`config.mk`:
```
export PLATFORM = sky130hd
export DESIGN_NAME = pulse_avg_readout
export DESIGN_NICKNAME = d
export VERILOG_FILES = /design/src/rtl/pulse_avg_readout.sv
export SDC_FILE = /design/constraint.sdc
export NUM_CORES = 1
export LEC_CHECK = 0
export BUFFER_PORTS_ARGS = -buffer_cell sky130_fd_sc_hd__buf_2
export CAP_MARGIN = 20
export CORE_ASPECT_RATIO = 0.5
export CORE_MARGIN = 8
export CORE_UTILIZATION = 60
export DETAILED_ROUTE_END_ITERATION = 8
export GPL_TIMING_DRIVEN = 0
export PLACE_DENSITY_LB_ADDON = 0.2
export SETUP_SLACK_MARGIN = 0.5
export SLEW_MARGIN = 20
export SYNTH_ARGS = -nofsm -noshare
export SYNTH_HDL_FRONTEND = slang
export SYNTH_SLANG_ARGS = --single-unit
export TNS_END_PERCENT = 30
```
`constraint.sdc`:
```
create_clock -name clk -period 8.16 [get_ports clk]
set_input_delay 0.408 -clock clk [delete_from_list [all_inputs] [get_ports clk]]
set_output_delay 0.408 -clock clk [all_outputs]
set_load 0.01 [all_outputs]
```
`src/rtl/pulse_avg_readout.sv`:
```
// pulse_avg_readout: reads averaged I/Q accumulators, scales by 2^-shift with sc16 saturation and emits CVITA packets; define PULSE_AVG_ROUND_EN for round-half-up scaling
module pulse_avg_readout #(
    parameter int MAX_PULSE_SIZE = 8192,
    parameter int ADDR_WIDTH = 13,
    parameter int ACC_WIDTH = 24,
    parameter int SPP = 256
) (
    input  logic                   clk,
    input  logic                   reset,
    input  logic                   clear,
    input  logic                   start,
    input  logic [31:0]            pulse_size,
    input  logic [4:0]             shift,
    input  logic [31:0]            sid,
    input  logic                   has_time,
    input  logic [63:0]            vita_time,
    output logic                   busy,
    output logic                   done,
    output logic [ADDR_WIDTH-1:0]  rd_addr,
    output logic                   rd_ena,
    input  logic [2*ACC_WIDTH-1:0] rd_data,
    output logic [31:0]            o_tdata,
    output logic [127:0]           o_tuser,
    output logic                   o_tvalid,
    output logic                   o_tlast,
    input  logic                   o_tready
);
    localparam int CW = ADDR_WIDTH + 1;
    localparam logic signed [ACC_WIDTH:0] SAT_MAX = (ACC_WIDTH+1)'(32767);
    localparam logic signed [ACC_WIDTH:0] SAT_MIN = -(ACC_WIDTH+1)'(32768);

    typedef enum logic [1:0] {IDLE, STREAM, DONE} state_t;

    state_t          state_q;
    logic [CW-1:0]   n_q, rd_cnt_q, pkt_start_q, pkt_pos_q;
    logic [4:0]      shift_q;
    logic [31:0]     sid_q, s0_q, s1_q;
    logic            has_time_q, busy_q, done_q, rd_vld_q;
    logic [63:0]     time_q;
    logic [11:0]     seq_q;
    logic [1:0]      occ_q, slot;
    logic [2:0]      credit;
    logic [CW-1:0]   n_in, remain, pkt_len;
    logic            pop, eob, last, fin;
    logic [31:0]     din;

    // Arithmetic shift with optional round-half-up, then clamp to signed 16 bits.
    function automatic logic [15:0] scale(input logic [ACC_WIDTH-1:0] acc, input logic [4:0] sh);
        logic signed [ACC_WIDTH:0] x;
        x = $signed({acc[ACC_WIDTH-1], acc});
`ifdef PULSE_AVG_ROUND_EN
        if (sh != 5'd0 && 32'(sh) <= ACC_WIDTH) x = x + ((ACC_WIDTH+1)'(1) << (sh - 5'd1));
`endif
        x = x >>> sh;
        return x > SAT_MAX ? 16'h7fff : x < SAT_MIN ? 16'h8000 : x[15:0];
    endfunction

    assign n_in    = pulse_size > 32'(MAX_PULSE_SIZE) ? CW'(MAX_PULSE_SIZE) : pulse_size[CW-1:0];
    assign pop     = (occ_q != 2'd0) && o_tready;
    assign remain  = n_q - pkt_start_q;
    assign pkt_len = remain > CW'(SPP) ? CW'(SPP) : remain;
    assign eob     = remain <= CW'(SPP);
    assign last    = pkt_pos_q == pkt_len - CW'(1);
    assign fin     = pop && last && eob;
    assign slot    = occ_q - {1'b0, pop};
    assign din     = {scale(rd_data[2*ACC_WIDTH-1:ACC_WIDTH], shift_q), scale(rd_data[ACC_WIDTH-1:0], shift_q)};
    // Credit counts skid entries plus data on the read bus, net of the beat leaving this cycle,
    // so a 2-entry skid sustains one sample per cycle.
    assign credit  = {1'b0, occ_q} + {2'b0, rd_vld_q};
    assign rd_ena  = state_q == STREAM && rd_cnt_q < n_q && credit < 3'd2 + {2'b0, pop};
    assign rd_addr = rd_ena ? rd_cnt_q[ADDR_WIDTH-1:0] : '0;
    assign o_tvalid = occ_q != 2'd0;
    assign o_tdata  = o_tvalid ? s0_q : '0;
    assign o_tlast  = o_tvalid && last;
    assign o_tuser  = o_tvalid ? {2'b00, has_time_q, eob, seq_q, 16'({pkt_len, 2'b00}) + (has_time_q ? 16'd16 : 16'd8),
                                  sid_q, time_q + 64'(pkt_start_q)} : '0;
    assign busy = busy_q;
    assign done = done_q;

    // Skid buffer: returning samples land in the first slot left free after this cycle's pop.
    always_ff @(posedge clk) begin
        if (reset || clear) begin
            occ_q    <= '0;
            rd_vld_q <= 1'b0;
            s0_q     <= '0;
            s1_q     <= '0;
        end else begin
            rd_vld_q <= rd_ena;
            occ_q    <= occ_q + {1'b0, rd_vld_q} - {1'b0, pop};
            if (pop && occ_q == 2'd2) s0_q <= s1_q;
            if (rd_vld_q && slot == 2'd0) s0_q <= din;
            if (rd_vld_q && slot == 2'd1) s1_q <= din;
        end
    end

    // Control FSM with read counter, packet position tracking and the persistent sequence number.
    always_ff @(posedge clk) begin
        if (reset || clear) begin
            state_q     <= IDLE;
            busy_q      <= 1'b0;
            done_q      <= 1'b0;
            n_q         <= '0;
            rd_cnt_q    <= '0;
            pkt_start_q <= '0;
            pkt_pos_q   <= '0;
            shift_q     <= '0;
            sid_q       <= '0;
            has_time_q  <= 1'b0;
            time_q      <= '0;
            seq_q       <= '0;
        end else begin
            if (rd_ena) rd_cnt_q <= rd_cnt_q + CW'(1);
            if (pop) begin
                pkt_pos_q <= last ? '0 : pkt_pos_q + CW'(1);
                if (last) begin
                    pkt_start_q <= pkt_start_q + pkt_len;
                    seq_q       <= seq_q + 12'd1;
                end
            end
            case (state_q)
                IDLE: if (start) begin
                    n_q         <= n_in;
                    shift_q     <= shift;
                    sid_q       <= sid;
                    has_time_q  <= has_time;
                    time_q      <= vita_time;
                    rd_cnt_q    <= '0;
                    pkt_start_q <= '0;
                    pkt_pos_q   <= '0;
                    busy_q      <= n_in != '0;
                    state_q     <= n_in != '0 ? STREAM : DONE;
                end
                STREAM: if (fin) begin
                    busy_q  <= 1'b0;
                    done_q  <= 1'b1;
                    state_q <= DONE;
                end
                default: begin
                    done_q  <= !done_q;
                    state_q <= done_q ? IDLE : DONE;
                end
            endcase
        end
    end
endmodule

```
==> impl.org <==
** Route
- DR WL/cell :: ~18 um
- Vias post-DR :: between 15000 and 20000
- Dividing the detail-routed via count by the number of cells gives 5.85.
- Remaining DRCs :: 0
- Remaining antenna violation count after routing :: 0
- The first detailed-routing pass ran for 6 iterations.
- Wires add up to ~55000 um.
- Number of design-rule violations left by the first detailed-router iteration :: 1631

** Place
- Placed inst area :: ~19000 sq um
- Buffers placed on the I/O ports in this run total 354.
- The congestion estimate from routability-driven global placement came to 1.03.
- Post-Place Worst Slack :: 1.72 ns
- After legalization and detailed placement, the total HPWL measured 43900 um.

** Synthesis
- Synth Instances :: ~2200
- Sequential share of the synthesized area :: 0.291
- Post-synth top area cell :: sky130_fd_sc_hd__dfxtp_1
- Counting flops with an async set or reset pin after synthesis yields a share of 0.
- During synthesis, Yosys emitted a total of 0 warnings.
- Counting flops with a built-in enable in the synthesized netlist gives 0.
- Distinct cell type count after synthesis :: 83
- Top cells by area, synth :: sky130_fd_sc_hd__dfxtp_1 29%, sky130_fd_sc_hd__nand2_1 8.1%, sky130_fd_sc_hd__a21oi_1 6.7%, sky130_fd_sc_hd__nor2_1 5.9%, sky130_fd_sc_hd__ha_1 4.8%
- The cell area that synthesis handed to floorplanning was 16600 sq um.
- In this run the mean area of a mapped cell was 7.45 sq um.
- In the post-synthesis netlist, the cell with the most instances is sky130_fd_sc_hd__nand2_1.
- Synthesis inferred 241 register bits.
- In the synthesized netlist the dominant register cell turns out to be sky130_fd_sc_hd__dfxtp_1.
- Area share of the leading cell type in the synthesized netlist :: 0.291
- Post-synth top cells :: 357 x sky130_fd_sc_hd__nand2_1, 260 x sky130_fd_sc_hd__nor2_1, 241 x sky130_fd_sc_hd__dfxtp_1

** Cells and area
- At the end of the flow the core is filled with cells to 0.717.
- The sequential cells in the finished layout cover a total of 4820 sq um.
- Layout cell share with drive strength beyond 1 :: 0.181
- In the final design database the tool counted 2872 nets.
- Final-layout fill cell count :: about 2400
- Area added between synthesis and finish :: 18.6%
- Total area of multi-input combinational cells :: 10900 sq um
- Design area :: 19700 sq um

** Timing
- Number of hold violations in the final report :: 0
- Final count of negative-setup-slack endpoints :: 0
- Peak Freq :: 0.150 GHz
- For the pin with the worst max-slew slack, the measured transition is roughly 1.0 ns.
- The count of final max-slew check failures is 0.
- Setup repair after global routing left no endpoint under its margin.
- Final critical-path setup slack :: 1.50 ns
- Final cycle utilization of the critical path :: 0.816
- The routed design could run at a clock period as short as 6.66 ns.
- Final setup skew :: between 0.01 and 0.015 ns
- In the final timing run, aggregate negative setup slack is 0 ns.
- Remaining max-slew budget at the tightest pin :: 0.304

** Outcome
- Outcome :: complete, no violations

** Floorplanning
- Die Outline Area :: 33500 sq um
- The floorplan step set the die height to 134 um.
- Cell Rows :: 43
- In this run the standard cell core region covers about 27000 sq um.
- IO Count :: 365
- Initial Utilization :: 0.605
- The die is 251 um wide.

** Clocking
- Number of post-CTS setup repair buffers :: 0
- Cell at the root of the clock tree :: sky130_fd_sc_hd__clkbuf_16
- Clk_lat worst skew :: 0.54 ns
- CTS H-tree depth :: 1
- Clock input transition at the sequential cells of the worst setup and hold paths :: about 0.070 ns
- TritonCTS built the clock tree.
- Number of buffers between clock root and the deepest sink :: 3
- Number of resized instances in the post-cts repair step :: 0
- TritonCTS Sinks :: 241
- CTS Buf Count :: 23
- Count of hold buffers inserted by post-cts repair :: 0

** Worst setup path
- Arr. time, crit path :: 6.25 ns
- Setup Crit Path Kind :: flip-flop to output port
- Of all nets on the critical path, the largest fanout is 5.
- CP Launch Type :: flip-flop
- STA classifies the critical path endpoint as an output port.
- Reg-to-reg slack, setup :: 1.51 ns
- For the worst setup path, the data required time is 7.75 ns.

** GRT
- Number of antenna violations at the first check in global routing :: 5
- Entering global routing, the biggest net connects 16 pins.
- The first global-routing pass estimated 86800 um of wire.
- Vias in the first global route :: 16800
- Aggregate global routing overflow :: 0
- In the global route stage, overall resource usage came out at 0.312.

** Min path
- Min-Delay Path Class :: input port to flip-flop

** Pwr
- For this design the ratio of total power to cell area is 137 nW/um^2.
- Across the VDD grid, the largest voltage drop is 0.108 mV.
- Leakage dissipation :: 8.40 nW

** Run
- Across the run, the number of max-cap violations was 0.
==> layer usage <==
layer	GRT usage	part of all wire	wire [um]	up-vias
met4	0.144	0.048	2680	0
li1	-	-	-	8495
met3	0.0422	0.073	4030	176
met2	0.526	0.47	25800	733
met1	0.393	0.41	22700	8139
met5	0	0	0	-
==> sequential cells by signal, summed over array words and instances, names as in the netlist <==
| name | flops |
|---|---|
| pkt_pos_q | 14 |
| state_q | 2 |
| seq_q | 12 |
| s0_q | 32 |
| rd_vld_q | 1 |
| s1_q | 32 |
| busy | 1 |
| n_q | 14 |
| rd_cnt_q | 14 |
| shift_q | 5 |
| has_time_q | 1 |
| done | 1 |
| time_q | 64 |
| pkt_start_q | 14 |
| sid_q | 32 |
| occ_q | 2 |
==> placed cells by master, fill, tap and decap left out, types with 21 or more instances in the layout <==
cell type / count
sky130_fd_sc_hd__a211oi_1: 60
sky130_fd_sc_hd__a21oi_1: 223
sky130_fd_sc_hd__and2_1: 110
sky130_fd_sc_hd__and3_1: 32
sky130_fd_sc_hd__buf_2: 358
sky130_fd_sc_hd__clkbuf_1: 129
sky130_fd_sc_hd__clkbuf_16: 23
sky130_fd_sc_hd__dfxtp_1: 241
sky130_fd_sc_hd__ha_1: 63
sky130_fd_sc_hd__inv_1: 70
sky130_fd_sc_hd__mux2_2: 28
sky130_fd_sc_hd__mux2i_1: 71
sky130_fd_sc_hd__nand2_1: 357
sky130_fd_sc_hd__nand3_1: 42
sky130_fd_sc_hd__nand4_1: 32
sky130_fd_sc_hd__nor2_1: 260
sky130_fd_sc_hd__nor3_1: 21
sky130_fd_sc_hd__o21ai_0: 98
sky130_fd_sc_hd__xnor2_1: 57
sky130_fd_sc_hd__xor2_1: 51
==> area by class of cell <==
class                      instances  share of cell area
tap                              360              0.0229
clock buffer                      30              0.0321
multi-input combinational       1774               0.555
clock inverter                    12             0.00839
inverter                          72              0.0137
buffer                           151              0.0317
sequential                       241               0.245
timing repair buffer             355              0.0902
antenna                            5            0.000636
==> kinds of logic (layout without fill, tap and decap cells) <==
group           Yosys count  in the layout  synth area share
compound gates          513            513             0.191
xor+xnor                108            108            0.0570
flops                   241            241             0.291
buf+inv                 223            620            0.0539
fa+ha+maj                67             67            0.0523
simple gates            955            955             0.267
other cells               1             18          0.000226
mux                     118            118            0.0876
==> path summary, 6_finish.rpt <==
path / start / end / cells past startpoint
max: n_q[0]$_SDFFE_PP0P_ / o_tlast / 22
min: pulse_size[5] / n_q[5]$_SDFFE_PP0P_ / 3
min reg2reg: sid_q[8]$_SDFFE_PP0P_ / sid_q[8]$_SDFFE_PP0P_ / 2
max reg2reg: n_q[0]$_SDFFE_PP0P_ / seq_q[8]$_SDFFE_PP0N_ / 24
==> metrics by stage <==
step	std cells	power, W	hold WS (ns)
after global placement	2952	0.00155	0.438
after floorplan	2238	0.00143	0.432
final	3000	0.00269	0.0847
after global routing	3000	0.00278	0.0921
after CTS	2995	0.00268	0.0725
after detailed placement	2953	0.00155	0.443
==> critical path: stages, from the launching register on <==
cell and delay, ns:
sky130_fd_sc_hd__dfxtp_1 0.38, sky130_fd_sc_hd__inv_1 0.09, sky130_fd_sc_hd__ha_1 0.23, sky130_fd_sc_hd__fa_1 0.40, sky130_fd_sc_hd__and2b_1 0.27, sky130_fd_sc_hd__o21ai_1 0.15
sky130_fd_sc_hd__a21oi_1 0.39, sky130_fd_sc_hd__nor4b_1 0.13, sky130_fd_sc_hd__nor4_2 0.51, sky130_fd_sc_hd__o21ai_0 0.26, sky130_fd_sc_hd__nand2b_1 0.28, sky130_fd_sc_hd__nor2_1 0.10
sky130_fd_sc_hd__inv_1 0.08, sky130_fd_sc_hd__ha_1 0.27, sky130_fd_sc_hd__nand2_1 0.08, sky130_fd_sc_hd__a21oi_1 0.24, sky130_fd_sc_hd__o21ai_0 0.17, sky130_fd_sc_hd__nor4_1 0.41
sky130_fd_sc_hd__mux2i_1 0.32, sky130_fd_sc_hd__o21ai_0 0.22, sky130_fd_sc_hd__a2111oi_0 0.36, sky130_fd_sc_hd__o211a_1 0.24, sky130_fd_sc_hd__buf_2 0.14
==> power by group <==
group	internal (W)	switching, W
registers	0.00119	0.0000142
logic	0.000124	0.000202
clock network	0.000652	0.000504
total	0.00197	0.000720
(Power assumes the default switching activity.)
